==> src/rtl/fmac_pkg.sv <==
// Shared types, word geometry and FloPoCo field helpers for the dot-product sequencer.
package fmac_pkg;

  localparam int unsigned WE = 8;
  localparam int unsigned WF = 23;
  // 2 exception bits, sign, exponent, fraction
  localparam int unsigned W = WE + WF + 3;
  // All-zero word encodes FloPoCo +0 (exn = 2'b00).
  localparam logic [W-1:0] ZERO = '0;

  typedef enum logic [1:0] {IDLE, RUN, DONE} seq_state_t;

  function automatic logic [1:0] fp_exn(input logic [W-1:0] v);
    return v[W-1 -: 2];
  endfunction

  function automatic logic fp_sign(input logic [W-1:0] v);
    return v[WE+WF];
  endfunction

  function automatic logic [WE-1:0] fp_exp(input logic [W-1:0] v);
    return v[WF +: WE];
  endfunction

  function automatic logic [WF-1:0] fp_frac(input logic [W-1:0] v);
    return v[WF-1:0];
  endfunction

endpackage

==> src/rtl/fmac_dot_sequencer_if.sv <==
// Operand stream, fmul/fadd core hookup and result handshake of the dot-product sequencer.
interface fmac_dot_sequencer_if #(
  parameter int unsigned W     = fmac_pkg::W,
  parameter int unsigned CNT_W = 16
);
  logic             start;
  logic [CNT_W-1:0] n_elems;
  logic             in_valid;
  logic             in_ready;
  logic [W-1:0]     in_x;
  logic [W-1:0]     in_w;
  logic [W-1:0]     fmul_x;
  logic [W-1:0]     fmul_y;
  logic             fmul_ce;
  logic [W-1:0]     fmul_r;
  logic [W-1:0]     fadd_x;
  logic [W-1:0]     fadd_y;
  logic             fadd_ce;
  logic [W-1:0]     fadd_r;
  logic             busy;
  logic             res_valid;
  logic             res_ready;
  logic [W-1:0]     res;

  // Sequencer side
  modport slave (
    input  start, n_elems, in_valid, in_x, in_w, fmul_r, fadd_r, res_ready,
    output in_ready, fmul_x, fmul_y, fmul_ce, fadd_x, fadd_y, fadd_ce, busy, res_valid, res
  );

  // Streamer / core / consumer side
  modport master (
    output start, n_elems, in_valid, in_x, in_w, fmul_r, fadd_r, res_ready,
    input  in_ready, fmul_x, fmul_y, fmul_ce, fadd_x, fadd_y, fadd_ce, busy, res_valid, res
  );
endinterface

==> src/rtl/fmac_prod_fifo.sv <==
// First-word-fall-through product FIFO between the fmul output and the serial fadd issue.
module fmac_prod_fifo #(
  parameter int unsigned Depth = 4,
  parameter int unsigned Width = 34
) (
  input  logic                         clk,
  input  logic                         reset,
  input  logic                         push,
  input  logic [Width-1:0]             push_data,
  input  logic                         pop,
  output logic [Width-1:0]             head,
  output logic [$clog2(Depth+1)-1:0]   count,
  output logic                         empty,
  output logic                         full
);
  localparam int unsigned PW = $clog2(Depth);
  localparam int unsigned CW = $clog2(Depth + 1);

  logic [Width-1:0] mem_q [Depth];
  logic [PW-1:0]    wr_ptr_q, rd_ptr_q;
  logic [CW-1:0]    count_q;

  // Storage, pointers (wrap naturally, Depth is a power of two) and occupancy.
  always_ff @(posedge clk) begin
    if (!reset) begin
      for (int i = 0; i < Depth; i++) mem_q[i] <= '0;
      wr_ptr_q <= '0;
      rd_ptr_q <= '0;
      count_q  <= '0;
    end else begin
      if (push) begin
        mem_q[wr_ptr_q] <= push_data;
        wr_ptr_q        <= wr_ptr_q + PW'(1);
      end
      if (pop) rd_ptr_q <= rd_ptr_q + PW'(1);
      case ({push, pop})
        2'b10:   count_q <= count_q + CW'(1);
        2'b01:   count_q <= count_q - CW'(1);
        default: count_q <= count_q;
      endcase
    end
  end

  // Status and head word.
  always_comb begin
    head  = mem_q[rd_ptr_q];
    count = count_q;
    empty = (count_q == '0);
    full  = (count_q == CW'(Depth));
  end
endmodule

==> src/rtl/fmac_dot_sequencer.sv <==
// Drives one shared fmul/fadd pair to accumulate sum(x[i]*w[i]) with a serial accumulator.
module fmac_dot_sequencer
  import fmac_pkg::*;
#(
  parameter int unsigned WE         = 8,
  parameter int unsigned WF         = 23,
  parameter int unsigned MUL_LAT    = 2,
  parameter int unsigned ADD_LAT    = 3,
  parameter int unsigned FIFO_DEPTH = 4,
  parameter int unsigned CNT_W      = 16
) (
  input logic                clk,
  input logic                reset,
  fmac_dot_sequencer_if.slave bus
);
  localparam int unsigned WD  = WE + WF + 3;
  localparam int unsigned FCW = $clog2(FIFO_DEPTH + 1);
  localparam int unsigned ACW = $clog2(ADD_LAT + 1);

  seq_state_t       state_q, state_d;
  logic [CNT_W-1:0] n_q, accepted_q;
  logic [MUL_LAT-1:0] mul_vld_q;
  logic [ACW-1:0]   add_cnt_q;
  logic [WD-1:0]    acc_q, res_q;

  logic [WD-1:0]    fifo_head;
  logic [FCW-1:0]   fifo_count;
  logic             fifo_empty, fifo_full;
  logic             start_ok, accept, push, issue, retire, in_ready;
  int unsigned      outstanding;

  fmac_prod_fifo #(
    .Depth (FIFO_DEPTH),
    .Width (WD)
  ) u_fifo (
    .clk       (clk),
    .reset     (reset),
    .push      (push),
    .push_data (bus.fmul_r),
    .pop       (issue),
    .head      (fifo_head),
    .count     (fifo_count),
    .empty     (fifo_empty),
    .full      (fifo_full)
  );

  // Handshake decisions; the credit counts pairs in the fmul pipe so a push can never be refused.
  always_comb begin
    outstanding = 32'(fifo_count) + 32'($countones(mul_vld_q));
    start_ok    = (state_q == IDLE) && bus.start;
    in_ready    = (state_q == RUN) && (accepted_q < n_q) && (outstanding < FIFO_DEPTH);
    accept      = in_ready && bus.in_valid;
    push        = mul_vld_q[MUL_LAT-1];
    issue       = (state_q == RUN) && (add_cnt_q == '0) && !fifo_empty;
    retire      = (state_q == RUN) && (accepted_q == n_q) && (mul_vld_q == '0) && fifo_empty
                  && (add_cnt_q == '0);
  end

  // Next state.
  always_comb begin
    state_d = state_q;
    unique case (state_q)
      IDLE:    if (bus.start) state_d = (bus.n_elems != '0) ? RUN : DONE;
      RUN:     if (retire) state_d = DONE;
      DONE:    if (bus.res_ready) state_d = IDLE;
      default: state_d = IDLE;
    endcase
  end

  // State register.
  always_ff @(posedge clk) begin
    if (!reset) state_q <= IDLE;
    else        state_q <= state_d;
  end

  // Job counters, fmul valid tags, fadd latency counter, accumulator and result.
  always_ff @(posedge clk) begin
    if (!reset) begin
      n_q        <= '0;
      accepted_q <= '0;
      mul_vld_q  <= '0;
      add_cnt_q  <= '0;
      acc_q      <= '0;
      res_q      <= '0;
    end else begin
      if (start_ok) begin
        n_q        <= bus.n_elems;
        accepted_q <= '0;
        if (bus.n_elems == '0) res_q <= '0;
      end
      if (accept) accepted_q <= accepted_q + CNT_W'(1);
      mul_vld_q <= (mul_vld_q << 1) | MUL_LAT'(accept);
      if (issue)                 add_cnt_q <= ACW'(ADD_LAT);
      else if (add_cnt_q != '0)  add_cnt_q <= add_cnt_q - ACW'(1);
      // fadd_r is valid in the last counted cycle.
      if (add_cnt_q == ACW'(1)) acc_q <= bus.fadd_r;
      if (retire) res_q <= acc_q;
      if ((state_q == DONE) && bus.res_ready) acc_q <= '0;
    end
  end

  // Outputs; operand buses are zero unless a transfer is happening.
  always_comb begin
    bus.in_ready  = in_ready;
    bus.fmul_x    = accept ? bus.in_x : '0;
    bus.fmul_y    = accept ? bus.in_w : '0;
    bus.fmul_ce   = (state_q != IDLE);
    bus.fadd_x    = issue ? acc_q : '0;
    bus.fadd_y    = issue ? fifo_head : '0;
    bus.fadd_ce   = (state_q != IDLE);
    bus.busy      = (state_q != IDLE);
    bus.res_valid = (state_q == DONE);
    bus.res       = res_q;
  end

  // The credit rule must keep the product FIFO from overflowing.
  assert property (@(posedge clk) disable iff (!reset) !(push && fifo_full && !issue));
endmodule

==> src/flat_wrapper.sv <==
// flat-port wrapper written by rule: the top's interface ports become plain ports
module fmac_dot_sequencer_flat import fmac_pkg::*;
#(
  parameter int unsigned WE         = 8,
  parameter int unsigned WF         = 23,
  parameter int unsigned MUL_LAT    = 2,
  parameter int unsigned ADD_LAT    = 3,
  parameter int unsigned FIFO_DEPTH = 4,
  parameter int unsigned CNT_W      = 16
)
  (clk, reset, bus_start, bus_n_elems, bus_in_valid, bus_in_x, bus_in_w, bus_fmul_r, bus_fadd_r, bus_res_ready, bus_in_ready, bus_fmul_x, bus_fmul_y, bus_fmul_ce, bus_fadd_x, bus_fadd_y, bus_fadd_ce, bus_busy, bus_res_valid, bus_res);
  fmac_dot_sequencer_if #(.W(W), .CNT_W(CNT_W)) bus_i ();
  input logic clk;
  input logic reset;
  input wire logic [$bits(bus_i.start)-1:0] bus_start;
  input wire logic [$bits(bus_i.n_elems)-1:0] bus_n_elems;
  input wire logic [$bits(bus_i.in_valid)-1:0] bus_in_valid;
  input wire logic [$bits(bus_i.in_x)-1:0] bus_in_x;
  input wire logic [$bits(bus_i.in_w)-1:0] bus_in_w;
  input wire logic [$bits(bus_i.fmul_r)-1:0] bus_fmul_r;
  input wire logic [$bits(bus_i.fadd_r)-1:0] bus_fadd_r;
  input wire logic [$bits(bus_i.res_ready)-1:0] bus_res_ready;
  output wire logic [$bits(bus_i.in_ready)-1:0] bus_in_ready;
  output wire logic [$bits(bus_i.fmul_x)-1:0] bus_fmul_x;
  output wire logic [$bits(bus_i.fmul_y)-1:0] bus_fmul_y;
  output wire logic [$bits(bus_i.fmul_ce)-1:0] bus_fmul_ce;
  output wire logic [$bits(bus_i.fadd_x)-1:0] bus_fadd_x;
  output wire logic [$bits(bus_i.fadd_y)-1:0] bus_fadd_y;
  output wire logic [$bits(bus_i.fadd_ce)-1:0] bus_fadd_ce;
  output wire logic [$bits(bus_i.busy)-1:0] bus_busy;
  output wire logic [$bits(bus_i.res_valid)-1:0] bus_res_valid;
  output wire logic [$bits(bus_i.res)-1:0] bus_res;
  assign bus_i.start = bus_start;
  assign bus_i.n_elems = bus_n_elems;
  assign bus_i.in_valid = bus_in_valid;
  assign bus_i.in_x = bus_in_x;
  assign bus_i.in_w = bus_in_w;
  assign bus_i.fmul_r = bus_fmul_r;
  assign bus_i.fadd_r = bus_fadd_r;
  assign bus_i.res_ready = bus_res_ready;
  assign bus_in_ready = bus_i.in_ready;
  assign bus_fmul_x = bus_i.fmul_x;
  assign bus_fmul_y = bus_i.fmul_y;
  assign bus_fmul_ce = bus_i.fmul_ce;
  assign bus_fadd_x = bus_i.fadd_x;
  assign bus_fadd_y = bus_i.fadd_y;
  assign bus_fadd_ce = bus_i.fadd_ce;
  assign bus_busy = bus_i.busy;
  assign bus_res_valid = bus_i.res_valid;
  assign bus_res = bus_i.res;
  fmac_dot_sequencer #(.WE(WE), .WF(WF), .MUL_LAT(MUL_LAT), .ADD_LAT(ADD_LAT), .FIFO_DEPTH(FIFO_DEPTH), .CNT_W(CNT_W)) u_core (.clk(clk), .reset(reset), .bus(bus_i));
endmodule
==> config.mk <==
export PLATFORM = sky130hd
export DESIGN_NAME = fmac_dot_sequencer_flat
export DESIGN_NICKNAME = d
export VERILOG_FILES = /design/src/rtl/fmac_pkg.sv /design/src/rtl/fmac_dot_sequencer_if.sv /design/src/rtl/fmac_prod_fifo.sv /design/src/rtl/fmac_dot_sequencer.sv /design/src/flat_wrapper.sv
export SDC_FILE = /design/constraint.sdc
export NUM_CORES = 1
export LEC_CHECK = 0
export CAP_MARGIN = 30
export CORE_UTILIZATION = 44
export DETAILED_ROUTE_END_ITERATION = 10
export PLACE_DENSITY = 0.83
export SKIP_CTS_REPAIR_TIMING = 1
export SYNTH_ARGS = -nofsm -noshare
export SYNTH_HDL_FRONTEND = slang
export SYNTH_SLANG_ARGS = --single-unit
==> constraint.sdc <==
create_clock -name clk -period 3.8 [get_ports clk]
set_clock_uncertainty 0.15 [all_clocks]
set_input_delay 0.95 -clock clk [delete_from_list [all_inputs] [get_ports clk]]
set_output_delay 0.95 -clock clk [all_outputs]
set_load 0.1 [all_outputs]
==> results of run 1 <==
-- power breakdown --
group	switching, uW	internal, uW
Combinational	830	654
Clock	1050	1530
Sequential	90.0	3000
Total	1970	5190
-- cells in the mapped netlist, types with 10 or more instances --
cell type    n
inv_1       74
edfxtp_1   136
clkbuf_1    48
nor2b_2     30
and2_1     185
ha_1        23
dfxtp_1    115
a21boi_0    19
mux4_2      34
o21ai_0     15
mux2i_1     35
a22oi_2     30
nor2_1     113
o2111ai_1   10
nand3_1     10
nand2_1     83
-- per-stage QoR --
step	worst slack (ps)	std cells
after global placement	85.1	1697
after detailed placement	39.2	1698
final	-270	1760
after global routing	-365	1760
after floorplan	16.8	1072
after CTS	-330	1746
-- sequential cells by signal (all words and copies together), names as in the netlist, named ones only --
| register | cells |
|---|---|
| u_core.u_fifo.wr_ptr_q | 2 |
| u_core.u_fifo.mem_q | 136 |
| u_core.n_q | 16 |
| u_core.acc_q | 34 |
| u_core.state_q | 2 |
| u_core.mul_vld_q | 2 |
| u_core.u_fifo.count | 3 |
| u_core.u_fifo.rd_ptr_q | 2 |
| u_core.add_cnt_q | 2 |
| u_core.accepted_q | 16 |
| u_core.bus.res | 34 |
-- layer usage --
| layer | track usage, % | wire length (um) | up-vias |
|---|---|---|---|
| li1 | - | - | 4313 |
| met1 | 27.2 | 12700 | 4473 |
| met2 | 42.8 | 18500 | 410 |
| met3 | 3.57 | 2220 | 98 |
| met4 | 13.6 | 2100 | 0 |
| met5 | 0 | 0 | - |
-- cells by family (layout without fill, tap and decap cells) --
| family | after synthesis | count (layout) | synth area share [%] |
|---|---|---|---|
| compound gates | 104 | 104 | 7.62 |
| buf+inv | 143 | 487 | 5.30 |
| simple gates | 470 | 470 | 21.3 |
| other cells | 0 | 3 | 0 |
| fa+ha+maj | 24 | 24 | 2.56 |
| mux | 69 | 69 | 9.28 |
| xor+xnor | 11 | 11 | 0.801 |
| flops | 251 | 251 | 53.1 |
-- area by class of cell --
type | instances | area share, %
sequential | 251 | 34.9
multi-input combinational | 678 | 28.9
timing repair buffer | 365 | 27.5
clock buffer | 36 | 4.15
tap | 341 | 2.33
inverter | 74 | 1.53
clock inverter | 12 | 0.629
antenna | 3 | 0.0410
-- worst max-delay path by stage --
stage / endpoint / slack [ps] / startpoint / depth (start not counted)
3_5_place_dp: bus_fmul_x[1] / 40 / bus_in_valid / 6
4_1_cts: bus_fmul_x[1] / -330 / u_core.mul_vld_q[1]$_SDFF_PN0_ / 9
2_1_floorplan: bus_in_ready / 20 / u_core.accepted_q[3]$_SDFFE_PN0P_ / 6
6_report: bus_fmul_x[29] / -270 / u_core.mul_vld_q[1]$_SDFF_PN0_ / 10
3_3_place_gp: bus_fmul_y[22] / 90 / bus_in_valid / 6
5_1_grt: bus_fmul_x[27] / -370 / u_core.mul_vld_q[1]$_SDFF_PN0_ / 10
-- worst max-delay path: stages, from the launching register on --
cell and delay (ps):
dfxtp_4 360, ha_4 160, ha_4 230, nand3_2 60, nand4_1 190, or3b_4 460, nor3_4 240, buf_12 180
clkbuf_16 190, and2_4 170, buf_12 170
==> results.md, run 1 <==
- Status: complete, but fails checks
- Failing checks: setup timing
- Final Cell Area: 0.0183 mm^2
- Die Width: between 150 and 200 um
- CP max FO: 17
- Yosys reg bits: around 250
- Peak VDD IR: 0.000323 V
- Post-synth EDFFs: 136
- Max-slew violations: 0
- Seq. cell area: about 0.0064 mm^2
- Detailed Routing Iterations Pass 1: 4
- Final Util: between 60% and 70%
- Layout cell share with drive strength beyond 1: 31.4%
- DR vias/cell: approximately 5.3
- Synth warn: 0
- Worst setup path class: flip-flop to primary output
- Final Cycle Share: 107%
- Min setup slack post-route: -270 ps
- Clk slew on worst S/H paths: 60 ps
- First-pass GRT wire length: 51800 um
- Total CTS buffers: 27
- Clk root buf: clkbuf_16
- Slew headroom: 34.3%
- Pin count of the biggest net entering global routing: 69
- End of the worst register-to-register path: u_core.u_fifo.count[2]$_SDFFE_PN0P_
- Starting density of the core: 44.8%
- Worst hold path cell count: 2
- Flop-to-flop setup slack: roughly 810 ps
- Synth Flop Type: edfxtp_1
- Core Rows: 60
- Power Total: between 7000 and 8000 uW
- Vias in the first global route: just over 9k
- Gr usage total: 23.9%
- Hold Path Origin: u_core.n_q[6]$_SDFFE_PN0P_
- Num ports: roughly 330
- Most frequent cells in the layout: clkdlybuf4s50_1, buf_12, edfxtp_1
- Die area: 0.0280 mm^2
- Worst flop-to-flop path startpoint: u_core.add_cnt_q[1]$_SDFFE_PN0P_
- Routed wire length: 35500 um
- Hold WS: 318 ps
- Reg2Reg Depth: 11
- Hold Path Sink: u_core.n_q[6]$_SDFFE_PN0P_
- Synth area leader: edfxtp_1
- Cell area after synthesis: 0.0120 mm^2
- Area of the multi-input gates: between 0.005 and 0.006 mm^2
- CORE AREA: 0.0269 mm^2
- Clk sink count: 251
- CP required: 2700 ps
- Crit end category: primary output
- Top cell type's share of synthesized area: 34.0%
- Setup TNS: -14440 ps
- Most common cell after layout, fill and taps aside: clkdlybuf4s50_1
- Post-synthesis sequential area ratio: 53.1%
- Max clock buf depth: 3
- Min-Delay Path Class: flip-flop to flip-flop
- Final #Nets: 1578
- Placed cell area: 0.0170 mm^2
- RePlAce Congestion: 0.954
- Finish-stage setup viols: around 70
- Post-synthesis cell type count: 61
- Post-route ant nets: 0
- Static Leak: 0.00703 uW
- Routed via count: 9294
- RSZ-0062 raised after global routing: yes
- PwrDens: 391 mW/mm^2
- Actual slew at the worst max-slew pin: 982 ps
- Syn Inst Count: between 1k and 1.5k
- Syn nets: approximately 1.3k
- Total global routing overflow: 0
- Critical path startpoint category: flip-flop
- H-tree levels: 1
- Skew-Pair Late Insertion Delay: 530 ps
- Min cycle time layout: about 4100 ps
- Port Buf Inserts: 331
- Synthesis-to-layout area growth: 52.2%
- Antenna violations before repair: 3
- Post-synth ARST share: 0%
- CTS tree: done
- Final hold viol count: 0
- Post-route DRC: 0
- Chip height: 167 um
- Drt wl/cell: 20.2 um
- Syn Area/Cell: roughly 11 um^2
- Worst path arrival time: just under 3000 ps
- DP HPWL: 23700 um
- Initial DRC Count: a little under 400
- Fmax: between 200 and 250 MHz
- Max Cap Viol: 0
- Filler Cells Inserted: 1808
- Largest cells by area after synthesis: edfxtp_1, dfxtp_1, and2_1
Power figures use the tool's default switching activity.
==> run 2, diff against run 1 <==
Settings changed: SKIP_CTS_REPAIR_TIMING 1 to not set.
==> run 2 against run 1 <==
Net effect: the run still ends with setup timing left; via count rose by 0.49%; critical path type unchanged; clock-buffer cell count unchanged; register-to-register slack is essentially flat; die area is the same; first-iteration DRC count unchanged.
==> results.md, run 2 (synthesized netlist as in run 1, its figures left out) <==
- Starting density of the core: 44.8% (unchanged)
- Die area: 0.0280 mm^2 (unchanged)
- Layout cell share with drive strength beyond 1: 31.6% (was 31.4%)
- Min cycle time layout: 3970 ps (was 4070 ps)
- Total global routing overflow: 0 (unchanged)
- Worst-path cell chain: inv_1 > ha_1 > a211oi_2 > nor3_2 > or3b_4 > nor3_4 > buf_6 > buf_6 > clkbuf_16 > and2_4 > buf_12 (was ha_4 > ha_4 > nand3_2 > nand4_1 > or3b_4 > nor3_4 > buf_12 > clkbuf_16 > and2_4 > buf_12)
- H-tree levels: 1 (unchanged)
- Max-slew violations: 0 (unchanged)
- Worst path arrival time: 2870 ps (was 2970 ps)
- Clk network pwr share: 36.1% (about the same)
- Comb power frac: 20.7% (about the same)
- Post-place setup slack: 39.2 ps (unchanged)
- Synthesis-to-layout area growth: 52.2% (about the same)
- Worst flop-to-flop path startpoint: u_core.add_cnt_q[1]$_SDFFE_PN0P_ (unchanged)
- CP Buf/Inv Count: 5 (was 3)
- Drt wl/cell: 20.2 um (about the same)
- Most frequent cells in the layout: clkdlybuf4s50_1, buf_12, edfxtp_1 (unchanged)
- Status: complete, but fails checks (unchanged)
- Max clock buf depth: 3 (unchanged)
- Fmax: 252 MHz (was 246 MHz)
- Critical path startpoint category: flip-flop (unchanged)
- DP HPWL: 23700 um (unchanged)
- Antenna violations before repair: 5 (was 3)
- Dpl cells: 1698 (unchanged)
- Psw: 1980 uW (was 1970 uW)
- Hold WS: 317 ps (was 318 ps)
- Filler Cells Inserted: 1813 (was 1808)
- Max FFs per register: 136 (unchanged)
- Layout Cells excl Fill: 1765 (was 1760)
- Clk root buf: clkbuf_16 (unchanged)
- Routed wire length: 35600 um (was 35500 um)
- Worst setup path endpoint: bus_fmul_y[28] (was bus_fmul_x[29])
- PwrDens: 391 mW/mm^2 (about the same)
- Static Leak: 0.00704 uW (was 0.00703 uW)
- Gr usage total: 24.9% (was 23.9%)
- Chip height: 167 um (unchanged)
- Actual slew at the worst max-slew pin: 982 ps (about the same)
- DR vias/cell: 5.29 (was 5.28)
- Routed via count: 9340 (was 9294)
- Finish-stage setup viols: 68 (unchanged)
- Crit end category: primary output (unchanged)
- Reg2Reg Depth: 11 (unchanged)
- Max Cap Viol: 0 (unchanged)
- Peak VDD IR: 0.000322 V (was 0.000323 V)
- CP required: 2700 ps (about the same)
- Setup crit start: u_core.n_q[12]$_SDFFE_PN0P_ (was u_core.mul_vld_q[1]$_SDFF_PN0_)
- Num ports: 332 (unchanged)
- Cell family with most CP delay: simple AND/OR/NAND/NOR gates (unchanged)
- End of the worst register-to-register path: u_core.u_fifo.count[2]$_SDFFE_PN0P_ (unchanged)
- Vias in the first global route: 9563 (was 9234)
- Total CTS buffers: 27 (unchanged)
- Sequential Power Share: 43.2% (about the same)
- Post-route ant nets: 0 (unchanged)
- Min setup slack post-route: -167 ps (was -270 ps)
- RePlAce Congestion: 0.954 (unchanged)
- Seq. cell area: 0.00640 mm^2 (unchanged)
- Worst setup path class: flip-flop to primary output (unchanged)
- Pin count of the biggest net entering global routing: 53 (was 69)
- Flop-to-flop setup slack: 810 ps (about the same)
- Cell mode on critical path: buf_6
- Most common cell after layout, fill and taps aside: clkdlybuf4s50_1 (unchanged)
- Post-route DRC: 0 (unchanged)
- Clk slew on worst S/H paths: 60 ps (about the same)
- CP max FO: 8 (was 17)
- Detailed Routing Iterations Pass 1: 4 (unchanged)
- Critical Path Max Stage Delay: 420 ps (was 460 ps)
- Setup TNS: -8660 ps (was -14440 ps)
- Internal power: 5190 uW (about the same)
- Clk sink count: 251 (unchanged)
- Skew-Pair Late Insertion Delay: 530 ps (about the same)
- Largest Register: u_core.u_fifo.mem_q (unchanged)
- Switching Share: 27.6% (about the same)
- Final hold viol count: 0 (unchanged)
- Initial DRC Count: 387 (unchanged)
- First-pass GRT wire length: 54000 um (was 51800 um)
- Final Cycle Share: 104% (was 107%)
- CTS tree: done (unchanged)
- Port Buf Inserts: 331 (unchanged)
- Failing checks: setup timing (unchanged)
- RSZ-0062 raised after global routing: yes (unchanged)
- Slowest CP cell: or3b_4 (unchanged)
- Area of the multi-input gates: 0.00530 mm^2 (was 0.00529 mm^2)
- Final #Nets: 1581 (was 1578)
- Worst hold path cell count: 2 (unchanged)
- Core Rows: 60 (unchanged)
- Slew headroom: 34.3% (about the same)
- CORE AREA: 0.0269 mm^2 (unchanged)
- Final Util: 68.1% (about the same)
- Die Width: 167 um (unchanged)
- WP depth: 11 (was 10)
- Min-Delay Path Class: flip-flop to flip-flop (unchanged)
==> run 2: how the worst min path moves through the flow <==
stage                                    from                              to  slack [ps]
2_1_floorplan  u_core.state_q[1]$_SDFFE_PN0P_  u_core.state_q[0]$_SDFFE_PN0P_         290
3_3_place_gp       u_core.n_q[9]$_SDFFE_PN0P_      u_core.n_q[9]$_SDFFE_PN0P_         300
3_5_place_dp       u_core.n_q[4]$_SDFFE_PN0P_      u_core.n_q[4]$_SDFFE_PN0P_         310
4_1_cts            u_core.n_q[4]$_SDFFE_PN0P_      u_core.n_q[4]$_SDFFE_PN0P_         320
5_1_grt            u_core.n_q[6]$_SDFFE_PN0P_      u_core.n_q[6]$_SDFFE_PN0P_         340
6_report           u_core.n_q[6]$_SDFFE_PN0P_      u_core.n_q[6]$_SDFFE_PN0P_         320
==> run 2: tightest hold or removal path: stages, from the launching register on <==
cell	delay, ps
dfxtp_1	310
nand2_1	50
a21boi_0	60
==> run 2: metal layers <==
layer | routed length (um) | GRT usage (%) | share of wire (%)
met2 | 18600 | 45.2 | 52
met1 | 12800 | 28.1 | 36
met3 | 2190 | 3.73 | 6.1
met5 | 0 | 0 | 0
met4 | 2070 | 13.4 | 5.8
==> run 2: cell type report <==
type,instances,area share [%]
well taps,341,2.33
flip-flops and latches,251,34.9
clock inverters,12,0.629
diodes,5,0.0683
inverters,74,1.53
clock buffers,36,4.15
multi-input cells,678,29.0
repair buffers,368,27.4
==> run 2: timing repair <==
item,CTS,global route
resized for setup,65,28
setup buffers,9,3
hold buffers,0,0
cloned,3,2
pin swaps,10,16
endpoints found under the setup margin,68,107
==> run 2: power by group through the flow <==
stage                     sequential, uW  clock [uW]  combinational [uW]
after floorplan                     3140           0                 854
after detailed placement            3150           0                1390
after global placement              3140           0                1350
after CTS                           3090        2640                1460
final                               3090        2590                1490
after global routing                3110        2730                1560
==> run 2: stage by stage <==
step | instance area (um^2) | power [uW]
floorplan | 12000 | 4000
global placement | 17000 | 4480
detailed placement | 17000 | 4540
CTS | 18200 | 7190
global route | 18300 | 7400
finish | 18300 | 7160
==> run 3, diff against run 2 <==
==> constraint.sdc (replaced) <==
create_clock -name clk -period 3.8 [get_ports clk]
set_clock_uncertainty 0.15 [all_clocks]
set_input_delay 0.76 -clock clk [delete_from_list [all_inputs] [get_ports clk]]
set_output_delay 0.76 -clock clk [all_outputs]
set_load 0.1 [all_outputs]
==> run 3 against run 2 <==
Net effect: the flow now finishes without violations; non-clock buffer count is 2 higher; critical path depth unchanged; highest routed layer unchanged; cell count up 0.17%; power shrank 1.0%; core utilization rose by 0.44 points; global-route usage up 0.23 points; largest power group unchanged.
==> results.md, run 3 (synthesized netlist as in run 1, its figures left out) <==
- Worst flop-to-flop path startpoint: u_core.add_cnt_q[0]$_SDFFE_PN0P_ (was u_core.add_cnt_q[1]$_SDFFE_PN0P_)
- Worst hold path cell count: 2 (unchanged)
- Max clock buf depth: 3 (unchanged)
- Most frequent cells in the layout: clkdlybuf4s50_1, buf_12, edfxtp_1 (unchanged)
- Port Buf Inserts: 331 (unchanged)
- Worst setup path class: flip-flop to primary output (unchanged)
- Gr usage total: 25.1% (was 24.9%)
- CTS tree: done (unchanged)
- Met2 WL: 19400 um (was 18600 um)
- Number of hold buffers added after cts: 0 (unchanged)
- Dpl cells: 1701 (was 1698)
- Finish-stage setup viols: 0 (was 68)
- PwrDens: 385 mW/mm^2 (was 391 mW/mm^2)
- Detailed Routing Iterations Pass 1: 5 (was 4)
- Filler Cells Inserted: 1777 (was 1813)
- CP max FO: 8 (unchanged)
- Die area: 0.0280 mm^2 (unchanged)
- Vias in the first global route: 9451 (was 9563)
- Final #Nets: 1582 (was 1581)
- Max-slew violations: 0 (unchanged)
- Min-Delay Path Class: flip-flop to flip-flop (unchanged)
- Crit end category: primary output (unchanged)
- RePlAce Congestion: 0.934 (was 0.954)
- DR vias/cell: 5.31 (was 5.29)
- Min cycle time layout: 3780 ps (was 3970 ps)
- DP HPWL: 24400 um (was 23700 um)
- Synthesis-to-layout area growth: 53.2% (was 52.2%)
- Clk sink count: 251 (unchanged)
- Met1 WL: 12900 um (was 12800 um)
- Peak VDD IR: 0.000293 V (was 0.000322 V)
- Core Rows: 60 (unchanged)
- Antenna violations before repair: 6 (was 5)
- Slew headroom: 31.3% (was 34.3%)
- Final hold viol count: 0 (unchanged)
- H-tree levels: 1 (unchanged)
- Reg2Reg Depth: 10 (was 11)
- Num ports: 332 (unchanged)
- Max Cap Viol: 0 (unchanged)
- Critical path startpoint category: flip-flop (unchanged)
- Layout Cells excl Fill: 1768 (was 1765)
- Flop-to-flop setup slack: 850 ps (was 810 ps)
- Total global routing overflow: 0 (unchanged)
- Clk slew on worst S/H paths: 60 ps (about the same)
- Final Cycle Share: 99.5% (was 104%)
- Static Leak: 0.00698 uW (was 0.00704 uW)
- Fmax: 264 MHz (was 252 MHz)
- Met3 Wirelength: 2380 um (was 2190 um)
- Actual slew at the worst max-slew pin: 1030 ps (was 982 ps)
- First-pass GRT wire length: 54000 um (about the same)
- CORE AREA: 0.0269 mm^2 (unchanged)
- Clk root buf: clkbuf_16 (unchanged)
- Largest Register: u_core.u_fifo.mem_q (unchanged)
- Post-route ant nets: 0 (unchanged)
- Routed wire length: 36800 um (was 35600 um)
- CP required: 2890 ps (was 2700 ps)
- Total CTS buffers: 26 (was 27)
- RSZ-0062 raised after global routing: yes (unchanged)
- Post-route DRC: 0 (unchanged)
- Hold Path Origin: u_core.n_q[6]$_SDFFE_PN0P_ (unchanged)
- Hold Path Sink: u_core.n_q[6]$_SDFFE_PN0P_ (unchanged)
- Drt wl/cell: 20.8 um (was 20.2 um)
- Setup crit start: u_core.mul_vld_q[1]$_SDFF_PN0_ (was u_core.n_q[12]$_SDFFE_PN0P_)
- Pin count of the biggest net entering global routing: 50 (was 53)
- Skew-Pair Late Insertion Delay: 520 ps (was 530 ps)
- Max FFs per register: 136 (unchanged)
- Starting density of the core: 44.8% (unchanged)
- Status: finished clean (was complete, but fails checks)
- Die Width: 167 um (unchanged)
- End of the worst register-to-register path: u_core.u_fifo.count[2]$_SDFFE_PN0P_ (unchanged)
- Chip height: 167 um (unchanged)
- Layout cell share with drive strength beyond 1: 28.9% (was 31.6%)
- Initial DRC Count: 463 (was 387)
- Final Util: 68.6% (was 68.1%)
- Max layer used: met4 (unchanged)
- Most common cell after layout, fill and taps aside: clkdlybuf4s50_1 (unchanged)
- Routed via count: 9385 (was 9340)
- Worst path arrival time: 2870 ps (about the same)
## run 3: cell count changes in the layout (fill, tap and decap cells not counted), moves of 5 or more
cell	change
and2_1	+5
and2_4	-5
buf_4	-32
clkdlybuf4s50_1	+30
## run 3: cell type report
type                       instances  area, um^2  share of cell area (%)
antenna                            6        15.0                  0.0815
clock buffer                      39         762                    4.14
clock inverter                     9        73.8                   0.401
inverter                          74         278                    1.51
multi-input combinational        678        5300                    28.7
sequential                       251        6390                    34.7
tap                              341         427                    2.32
timing repair buffer             370        5180                    28.1
## run 3: how the worst max path moves through the flow
| stage | endpoint | slack (ps) | cells past startpoint |
|---|---|---|---|
| 6_report | bus_fmul_x[19] | 20 | 11 |
| 5_1_grt | bus_fmul_y[28] | -60 | 11 |
| 4_1_cts | bus_fmul_y[18] | -40 | 11 |
| 3_5_place_dp | bus_fmul_x[19] | 410 | 6 |
| 3_3_place_gp | bus_fmul_y[22] | 460 | 6 |
| 2_1_floorplan | u_core.u_fifo.mem_q[2][0]$_SDFFCE_PN0P_ | 90 | 3 |
## run 3: worst max-delay path, stage by stage (launching register included)
cell     delay, ps
dfxtp_4        360
ha_4           170
ha_4           220
nand3_2         70
nand4_1        190
or3b_4         450
nor3_4         160
buf_6          140
buf_12         120
buf_16         130
and2_4         160
buf_12         170
## run 3: power breakdown
part           leakage, uW  internal (uW)  total [uW]  switching [uW]
logic              0.00423            660        1500             844
clock network     0.000412           1450        2490            1040
registers          0.00234           3000        3100            93.3
total              0.00698           5120        7090            1980
## run 3: routing by layer
layer / GRT usage, % / up-vias
met2: 46.3 / 411
met4: 12.4 / 0
met1: 28.1 / 4566
met3: 3.83 / 83
li1: - / 4325
met5: 0 / -
## run 3: repair_timing
action / in CTS / in global routing
pin swaps: 9 / 22
gates cloned: 4 / 2
setup endpoints to repair: 68 / 68
buffers inserted: 6 / 1
resized for setup: 36 / 51
## run 3: stage by stage
stage	total power (uW)	area (um^2)	hold WS, ps	setup WS [ps]	setup TNS (ps)
floorplan	4000	12000	291	89.9	0
global placement	4480	17000	305	464	0
detailed placement	4540	17100	311	408	0
CTS	7060	18200	319	-40.0	-628
global route	7330	18400	350	-63.5	-2050
finish	7090	18400	319	17.7	0
